`config.mk`:
```
export PLATFORM = sky130hd
export DESIGN_NAME = keypad_scanner
export DESIGN_NICKNAME = d
export VERILOG_FILES = /design/src/rtl/keypad_pkg.sv /design/src/rtl/keypad_evt_fifo.sv /design/src/rtl/keypad_scanner.sv
export SDC_FILE = /design/constraint.sdc
export NUM_CORES = 1
export LEC_CHECK = 0
export BUFFER_PORTS_ARGS = -buffer_cell sky130_fd_sc_hd__buf_2
export CORE_ASPECT_RATIO = 2
export CORE_MARGIN = 2
export CORE_UTILIZATION = 50
export CTS_BUF_LIST = sky130_fd_sc_hd__clkbuf_16
export DETAILED_ROUTE_END_ITERATION = 10
export HOLD_SLACK_MARGIN = 0.1
export PLACE_DENSITY = 0.65
export RECOVER_POWER = 25
export SYNTH_ARGS = -nofsm -noshare
export SYNTH_HDL_FRONTEND = slang
export SYNTH_SLANG_ARGS = --single-unit
export TNS_END_PERCENT = 20
```
`constraint.sdc`:
```
create_clock -name CLK -period 4.32 [get_ports CLK]
set_input_delay 1.08 -clock CLK [delete_from_list [all_inputs] [get_ports CLK]]
set_output_delay 1.08 -clock CLK [all_outputs]
set_load 0.05 [all_outputs]
```
`src/rtl/keypad_pkg.sv`:
```
// keypad_pkg: sizing helpers and FSM encoding shared by the keypad scanner files.
package keypad_pkg;

   localparam int CNT_W = 4;

   typedef enum logic {
      ST_DRIVE  = 1'b0,
      ST_SAMPLE = 1'b1
   } state_t;

   function automatic int nkeys(input int rows, input int cols);
      return rows * cols;
   endfunction

   function automatic int key_w(input int rows, input int cols);
      return $clog2(rows * cols);
   endfunction

   // An event is {key index, press flag}.
   function automatic int evt_w(input int rows, input int cols);
      return key_w(rows, cols) + 1;
   endfunction

endpackage

```
`src/rtl/keypad_evt_fifo.sv`:
```
// keypad_evt_fifo: first-word fall-through event queue; a push into a full queue
// is accepted when a pop happens in the same cycle.
module keypad_evt_fifo #(
   parameter int FIFO_DEPTH = 4,
   parameter int EVT_W      = 5
) (
   input  logic             CLK,
   input  logic             RST_N,
   input  logic             push,
   input  logic [EVT_W-1:0] push_data,
   output logic             full,
   input  logic             pop,
   output logic             empty,
   output logic [EVT_W-1:0] data
);
   localparam int AW = $clog2(FIFO_DEPTH);

   logic [AW:0]      wr_q, rd_q;
   logic [EVT_W-1:0] mem [FIFO_DEPTH];
   logic             do_push, do_pop;

   assign empty   = (wr_q == rd_q);
   assign full    = (wr_q[AW] != rd_q[AW]) && (wr_q[AW-1:0] == rd_q[AW-1:0]);
   assign do_pop  = pop && !empty;
   assign do_push = push && (!full || do_pop);
   // Head is forced to zero while empty so the outputs have a defined reset value.
   assign data    = empty ? '0 : mem[rd_q[AW-1:0]];

   always_ff @(posedge CLK or negedge RST_N) begin
      if (!RST_N) begin
         wr_q <= '0;
         rd_q <= '0;
      end else begin
         if (do_push) wr_q <= wr_q + (AW+1)'(1);
         if (do_pop)  rd_q <= rd_q + (AW+1)'(1);
      end
   end

   always_ff @(posedge CLK) begin
      if (do_push) mem[wr_q[AW-1:0]] <= push_data;
   end

endmodule

```
`src/rtl/keypad_scanner.sv`:
```
// keypad_scanner: row-scanned matrix with time-multiplexed per-key debounce and event queue.
// Define KEYPAD_DROP_ON_FULL_EN to drop events on a full queue (adds OVERFLOW) instead of stalling.
module keypad_scanner
   import keypad_pkg::*;
#(
   parameter int ROWS           = 4,
   parameter int COLS           = 4,
   parameter int SETTLE_CYCLES  = 64,
   parameter int DEBOUNCE_SCANS = 4,
   parameter int FIFO_DEPTH     = 4
) (
   input  logic                         CLK,
   input  logic                         RST_N,
   output logic [ROWS-1:0]              ROW_N,
   input  logic [COLS-1:0]              COL_N,
   output logic [ROWS*COLS-1:0]         KEYS,
   output logic                         EVT_VALID,
   input  logic                         EVT_READY,
   output logic [key_w(ROWS,COLS)-1:0]  EVT_KEY,
   output logic                         EVT_PRESS
`ifdef KEYPAD_DROP_ON_FULL_EN
   ,
   output logic                         OVERFLOW
`endif
);
   localparam int NKEYS = nkeys(ROWS, COLS);
   localparam int KEY_W = key_w(ROWS, COLS);
   localparam int EVT_W = evt_w(ROWS, COLS);
   localparam int ROW_W = $clog2(ROWS);
   localparam int COL_W = $clog2(COLS);
   localparam int SET_W = $clog2(SETTLE_CYCLES);

   state_t                       state_q, state_d;
   logic [ROW_W-1:0]             row_q, row_d;
   logic [COL_W-1:0]             col_q, col_d;
   logic [SET_W-1:0]             settle_q, settle_d;
   logic [ROWS-1:0]              row_n_q;
   logic [COLS-1:0]              sync1_q, sync2_q;
   logic [NKEYS-1:0]             keys_q;
   logic [NKEYS-1:0][CNT_W-1:0]  cnt_q;
   logic [KEY_W-1:0]             k;
   logic                         sample, differs, flip, room, push, stall;
   logic                         fifo_full, fifo_empty;
   logic [EVT_W-1:0]             fifo_data;

   assign k       = KEY_W'(int'(row_q) * COLS + int'(col_q));
   assign sample  = ~sync2_q[col_q];
   assign differs = (state_q == ST_SAMPLE) && (sample != keys_q[k]);
   assign flip    = differs && (cnt_q[k] == CNT_W'(DEBOUNCE_SCANS - 1));
   // A simultaneous pop frees the slot this push needs.
   assign room    = !fifo_full || EVT_READY;
   assign push    = flip && room;

`ifdef KEYPAD_DROP_ON_FULL_EN
   logic ovf_q;

   assign stall    = 1'b0;
   assign OVERFLOW = ovf_q;

   always_ff @(posedge CLK or negedge RST_N) begin
      if (!RST_N)             ovf_q <= 1'b0;
      else if (flip && !room) ovf_q <= 1'b1;
   end
`else
   assign stall = flip && !room;
`endif

   always_comb begin
      state_d  = state_q;
      row_d    = row_q;
      col_d    = col_q;
      settle_d = settle_q;
      case (state_q)
         ST_DRIVE: begin
            if (settle_q == SET_W'(SETTLE_CYCLES - 1)) begin
               state_d  = ST_SAMPLE;
               col_d    = '0;
               settle_d = '0;
            end else begin
               settle_d = settle_q + SET_W'(1);
            end
         end
         ST_SAMPLE: begin
            if (!stall) begin
               if (col_q == COL_W'(COLS - 1)) begin
                  state_d = ST_DRIVE;
                  row_d   = (row_q == ROW_W'(ROWS - 1)) ? '0 : row_q + ROW_W'(1);
               end else begin
                  col_d = col_q + COL_W'(1);
               end
            end
         end
         default: state_d = ST_DRIVE;
      endcase
   end

   // Row drive is registered so reset can hold every row released.
   always_ff @(posedge CLK or negedge RST_N) begin
      if (!RST_N) begin
         state_q  <= ST_DRIVE;
         row_q    <= '0;
         col_q    <= '0;
         settle_q <= '0;
         row_n_q  <= '1;
         sync1_q  <= '1;
         sync2_q  <= '1;
      end else begin
         state_q  <= state_d;
         row_q    <= row_d;
         col_q    <= col_d;
         settle_q <= settle_d;
         row_n_q  <= ~(ROWS'(1) << row_d);
         sync1_q  <= COL_N;
         sync2_q  <= sync1_q;
      end
   end

   always_ff @(posedge CLK or negedge RST_N) begin
      if (!RST_N) begin
         keys_q <= '0;
         cnt_q  <= '0;
      end else if (state_q == ST_SAMPLE && !stall) begin
         if (!differs) begin
            cnt_q[k] <= '0;
         end else if (flip) begin
            keys_q[k] <= sample;
            cnt_q[k]  <= '0;
         end else begin
            cnt_q[k] <= cnt_q[k] + CNT_W'(1);
         end
      end
   end

   keypad_evt_fifo #(
      .FIFO_DEPTH (FIFO_DEPTH),
      .EVT_W      (EVT_W)
   ) u_fifo (
      .CLK       (CLK),
      .RST_N     (RST_N),
      .push      (push),
      .push_data ({k, sample}),
      .full      (fifo_full),
      .pop       (EVT_READY),
      .empty     (fifo_empty),
      .data      (fifo_data)
   );

   assign ROW_N     = row_n_q;
   assign KEYS      = keys_q;
   assign EVT_VALID = !fifo_empty;
   assign EVT_KEY   = fifo_data[EVT_W-1:1];
   assign EVT_PRESS = fifo_data[0];

endmodule

```
* Yosys cells after proc, flatten, opt, wreduce, memory -nomap -nowiden
Memory sizes are Yosys's and may differ from the RTL's. Index checks and enable logic that the tools add are counted.
Cells by class: shifts and indexed selects 1, bitwise gates (word level) 5, $add $sub $neg 7, divide/modulo/power cells 0, $mul 0, reduce and logical (&&, ||, !) cells 17, muxes and demuxes 30, magnitude comparators 3, equal/unequal tests 11
Operator list (count):
- $mux W64 | 2
- $and A64 B64 Y64 | 1
- $bwmux W64 | 1
- $not A64 Y64 | 1
- $bmux W4 S4 | 1
- $bwmux W16 | 1
- $demux W4 S4 | 1
- $mux W2 | 7
- $logic_and A1 B1 Y1 | 9
- $mux W1 | 8
- $mux W4 | 2
- $add A3 B1 Y3 const B | 2
- $add A6 B1 Y6 const B | 1
- $eq A6 B6 Y1 const B | 1
- $mux W6 | 1
- $ne A2 B2 Y1 const B | 3
- $reduce_and A3 Y1 | 2
- $lt A4 B5 Y1 const B | 1
- $mux W5 | 1
- $add A2 B1 Y2 const B | 2
- $add A4 B1 Y4 const B | 1
- $add A4 B2 Y4 | 1
- $bmux W1 S4 | 1
- $demux W1 S4 | 1
- other kinds (15) | 22
Storage, ports and cells: output and inout bits 26, bits of input ports 7, word-level logic and storage cells 101, latch bits 0, bits in read-only memories 0, bits in writable memories 20, flip-flop bits (word level) 109, memories 1
Memory list:
- u_fifo.mem | words 4, bits a word 5, read ports 1, clocked after Yosys merged registers in 0, write ports 1, RTL line keypad_evt_fifo.sv:19 | logic [EVT_W-1:0] mem [FIFO_DEPTH];

* Depth between registers and ports, before layout
word-level depth 11, mapped depth 11, depth with buffers taken out 8

* By module
From an unflattened synthesis, not the netlist that was laid out.
Second synthesis, totals: cells, all modules 492, area, all modules 6572.6 µm²
By module, submodules not included:
- keypad_scanner | cells an instance 425, sequential area each 2592.5 µm², area an instance 5357.6 µm², instances 1
- keypad_evt_fifo | cells an instance 67, sequential area each 750.7 µm², area an instance 1214.9 µm², instances 1

* Worst setup path before layout
No wires, ideal clock.
path kind flip-flop to flip-flop, start point reg col_q[0], end point reg row_q[0], cell stages (with the launch flop) 12, required time 4.192 ns, library setup time 0.128 ns, data arrival time 2.933 ns, buffers on the path 3, path slack 1.259 ns, clock period less this slack 3.061 ns, cells stage by stage dfrtp_1 buf_4 buf_4 mux4_2 a22oi_1 nand2_1 ha_1 nand2_1 nor3_1 buf_4 a21oi_4 mux2_1
On the way: longest elaborated chain between the ends 9, elaborated cells on any way between the ends 17, classes of those cells add/sub: 1; eq/ne: 3; mux: 9; bitwise: 1; reduce/logical: 3
Ends and longest elaborated chain:
- start: declaration | RTL line keypad_scanner.sv:35 | logic [COL_W-1:0] col_q, col_d;
- start signal: assignment | RTL line keypad_scanner.sv:110 | col_q <= col_d;
- $add A4 B2 Y4 or $bmux W1 S2 (tied branches) | RTL line keypad_scanner.sv:46, keypad_scanner.sv:47
- $bmux W1 S4 or $mux W1 (tied branches) | RTL line keypad_scanner.sv:48, keypad_scanner.sv:47
- $mux W1 (implied by the code) or $not A1 Y1 (tied branches) | RTL line keypad_scanner.sv:48, keypad_scanner.sv:47
- $ne A1 B1 Y1 | RTL line keypad_scanner.sv:48 | assign differs = (state_q == ST_SAMPLE) && (sample != keys_q[k]);
- $logic_and A1 B1 Y1 | RTL line keypad_scanner.sv:48
- $logic_and A1 B1 Y1 | RTL line keypad_scanner.sv:49 | assign flip = differs && (cnt_q[k] == CNT_W'(DEBOUNCE_SCANS - 1));
- $logic_and A1 B1 Y1 | RTL line keypad_scanner.sv:65 | assign stall = flip && !room;
- $mux W2 (*) | RTL line keypad_scanner.sv:84 | if (!stall) begin
- $mux W2 (*) | RTL line keypad_scanner.sv:73 | case (state_q)
- net row_d[0] | RTL line keypad_scanner.sv:34 | logic [ROW_W-1:0] row_q, row_d;
- end signal: assignment | RTL line keypad_scanner.sv:109 | row_q <= row_d;
- end: declaration | RTL line keypad_scanner.sv:34
The timed path passes the listed nets; every way through them passes the cells marked *. The select of a mux whose other input is x is not followed. A chain may end at the register's enable or synchronous reset.

* Final worst setup path
start point reg row_q[0], end point reg cnt_q[17] in the netlist's numbering
On the way: longest elaborated chain between the ends 9, elaborated cells on any way between the ends 23, classes of those cells add/sub: 2; order compare: 2; eq/ne: 2; mux: 9; bitwise: 2; reduce/logical: 6
Ends and longest elaborated chain:
- $add A4 B2 Y4 (*) | RTL line keypad_scanner.sv:46 | assign k = KEY_W'(int'(row_q) * COLS + int'(col_q));
- branches (longest 8 deep; another with $add A4 B1 Y4)
- end signal: indexed assignment | RTL line keypad_scanner.sv:129 | cnt_q[k] <= cnt_q[k] + CNT_W'(1);
- end: declaration | RTL line keypad_scanner.sv:40 | logic [NKEYS-1:0][CNT_W-1:0] cnt_q;
Mark *: on every way between the ends. The select of a mux whose other input is x is not followed.

==> flow_summary.ini <==
[critical_path]
critical_path.cell_chain = mux4_2, mux4_2, xor2_1, nand3_1, a21oi_1, mux2_2
worstSetupStartpointType = register
critPathArrivalTime_ns = 4.05
crit_start = row_q[0]$_DFF_PN0_
worstSetupPathType = register to register
slowest_stage = a21oi_1
rr_worst_depth = 6
crit_path_max_incr_delay_ns = 0.97
cp_common_cell = mux4_2
r2r_start = row_q[0]$_DFF_PN0_
required_ns = 4.67
cp_max_fo = 21
end_kind = register

[cts]
cts_buffer_depth = 2
path_clk_slew_ns = 0.06
clk_latency_ns = 0.42
cts_setup_buffers = 0
cts_tree = built
cts_sinks = 129
post_cts_resized = 0
holdBufCountCts = 0
ctsHtreeMaxLevel = 4
numCtsBuffers = 17
cts_root_buffer = clkbuf_16

[final_layout]
drive_gt1_frac = 0.285
final_nets = 504
final_common_cell = dfrtp_1
final_cell_mix = dfrtp_1, mux2_1, buf_2, mux4_2, edfxtp_1
area_growth_pct = 14.3
antennaDiodeCount = 0
fin_area_sq_mm = 0.00721

[power_and_ir_drop]
clkPwrFrac = 0.501
p_comb_frac = 0.068
switching_share = 0.238
power_per_cell_area_mw_per_mm2 = 416
p_sw_mw = 0.714
p_leak_nw = 3.33
pwr-share-seq = 0.431
power.internal_mw = 2.29
vdd_drop_max_mv = 0.480

[synth]
synthArstFlopShare = 0.845
synth_edf_count = 20
synth_xor_area_frac = 0.0165
synth_top_family_by_area = multiplexers
synth_compound_area_frac = 0.0597
synthFlopType = dfrtp_1
yosys-top-cells-area = dfrtp_1, mux2_1, edfxtp_1
muxShareOfSynthArea = 0.257
synth_nets = 474
syn_area_per_cell_sq_um = 14.0
synthSimpleGateAreaFrac = 0.0765
yosys_warnings = 0
syn-instance-count = 452
yosys.area.top_type_share = 0.385
synth_fa_ha_area_frac = 0.0297
synthesis.area_sq_mm = 0.00631
ys_types = 48
synth_top_cell_by_area = dfrtp_1
ys_seq_area_frac = 0.530
synth_seq_cells = 129

[sta]
rsz0062_at_grt = no
final.setup.worst_slack_ns = 0.619
drv_slew = 42
finalHoldViolCount = 0
tns_ns = 0
finalCritPeriodShare = 0.857
timing.hold.ws_ns = 0.346
skew_ns = 0.0116
tightest_slew_ns = 2.17
relSlewSlack = -0.448
max_freq_ghz = 0.270
setup_viol = 0
min_period_ns = 3.70

[detailed_routing]
vias = 3864
drtIter0Drc = 253
routed_wl_mm = 14.3
dr.pass1.iters = 4
ant_nets = 0
wire_per_inst_um = 22.1
post-route-drc-count = 0
viasPerCell = 5.99

[status]
status = finished, violations left
failed_checks = max-capacitance violations, max-slew violations

[place]
finalWeightedCongestion = 0.945
dpl.hpwl_mm = 10.1
place_ws_ns = 0.690
place_area_sq_mm = 0.00661
portBuffers = 32

[hold_path]
hold_class = register to register
min_from = sync1_q[3]$_DFF_PN1_
min_path_cells = 0

[grt]
grt_max_degree = 42
grt_antenna_before_repair = 0
grt_first_pass_wirelength_mm = 22.8
overflow = 0
first_global_vias = 4237
grt_usage = 0.221

[floorplan]
die_y_um = 163
io_pins = 33
core_area_sq_mm = 0.0125
row_count = 58
die_w_um = 83.4
die-area_sq_mm = 0.0136
start_util = 0.506

[run]
maxCapViolCount = 1
## layer usage
layer  part of all wire  wire length (um)  track usage  vias up
met1               0.35              4920        0.214     2003
met4              0.033               471        0.109        0
met3              0.029               419       0.0400       28
li1                   -                 -            -     1734
met2               0.59              8450        0.438       99
met5                  0                 0            0        -
## Yosys cell counts (all sizes together) (12+ instances only)
| cell type | count |
|---|---|
| dfrtp | 97 |
| clkbuf | 20 |
| edfxtp | 20 |
| nand4 | 17 |
| dfstp | 12 |
| buf | 14 |
| mux2 | 86 |
| mux4 | 24 |
| a21oi | 22 |
| ha | 15 |
| nand3 | 19 |
## sequential cells by signal (all words and copies together) (netlist names), 4 cells and up
signal and flops:
ROW_N 4, cnt_q 64, settle_q 6, sync2_q 4, KEYS 16, sync1_q 4, u_fifo.mem 20
## stage by stage
stage,cells,power (mW),utilization
after floorplan,452,1.46,-
after global placement,613,1.52,0.530
after detailed placement,613,1.53,0.530
after CTS,645,3.02,0.579
after global routing,645,3.09,0.578
final,645,3.00,0.578
## area by class of cell
cell class | instances | area, sq um
fillers | 1038 | 5270
flip-flops and latches | 129 | 3340
multi-input cells | 280 | 2780
clock buffers | 17 | 425
repair buffers | 45 | 249
clock inverters | 15 | 191
well taps | 150 | 188
inverters | 9 | 33.8
## worst paths after layout
kind | slack (ns) | endpoint
worst min register to register | 0.35 | sync2_q[3]$_DFF_PN1_
worst min-delay path | 0.35 | sync2_q[3]$_DFF_PN1_
max in group asynchronous | 1.57 | ROW_N[0]$_DFF_PN1_
worst max register to register | 0.62 | cnt_q[17]$_DFFE_PN0P_
min in group asynchronous | 1.29 | u_fifo.wr_q[0]$_DFFE_PN0N_
worst max-delay path | 0.62 | cnt_q[17]$_DFFE_PN0P_
## critical path: cells and delay by family, from the launching register on
family | cells | cell delay (ns)
AO/OA/AOI/OAI | 1 | 0.97
XOR/XNOR | 1 | 0.28
flip-flops | 1 | 0.81
multiplexers | 3 | 1.44
AND/OR/NAND/NOR | 1 | 0.11
## logic make-up (layout without fill, tap and decap cells)
kind of cell             count (synthesis)  count (layout)
adder cells (fa/ha/maj)                 15              15
AND/OR/NAND/NOR                         88              88
multiplexers                           121             121
buffers and inverters                   43              86
XOR/XNOR                                11              11
flip-flops                             129             129
AO/OA/AOI/OAI                           45              45
## power groups by stage
stage / Sequential (mW) / Clock (mW) / Combinational, mW
6_report: 1.29 / 1.50 / 0.204
3_3_place_gp: 1.32 / 0 / 0.204
3_5_place_dp: 1.32 / 0 / 0.209
4_1_cts: 1.30 / 1.52 / 0.209
2_1_floorplan: 1.28 / 0 / 0.175
5_1_grt: 1.30 / 1.57 / 0.221
Note: power is estimated with default switching activity, not from simulation.
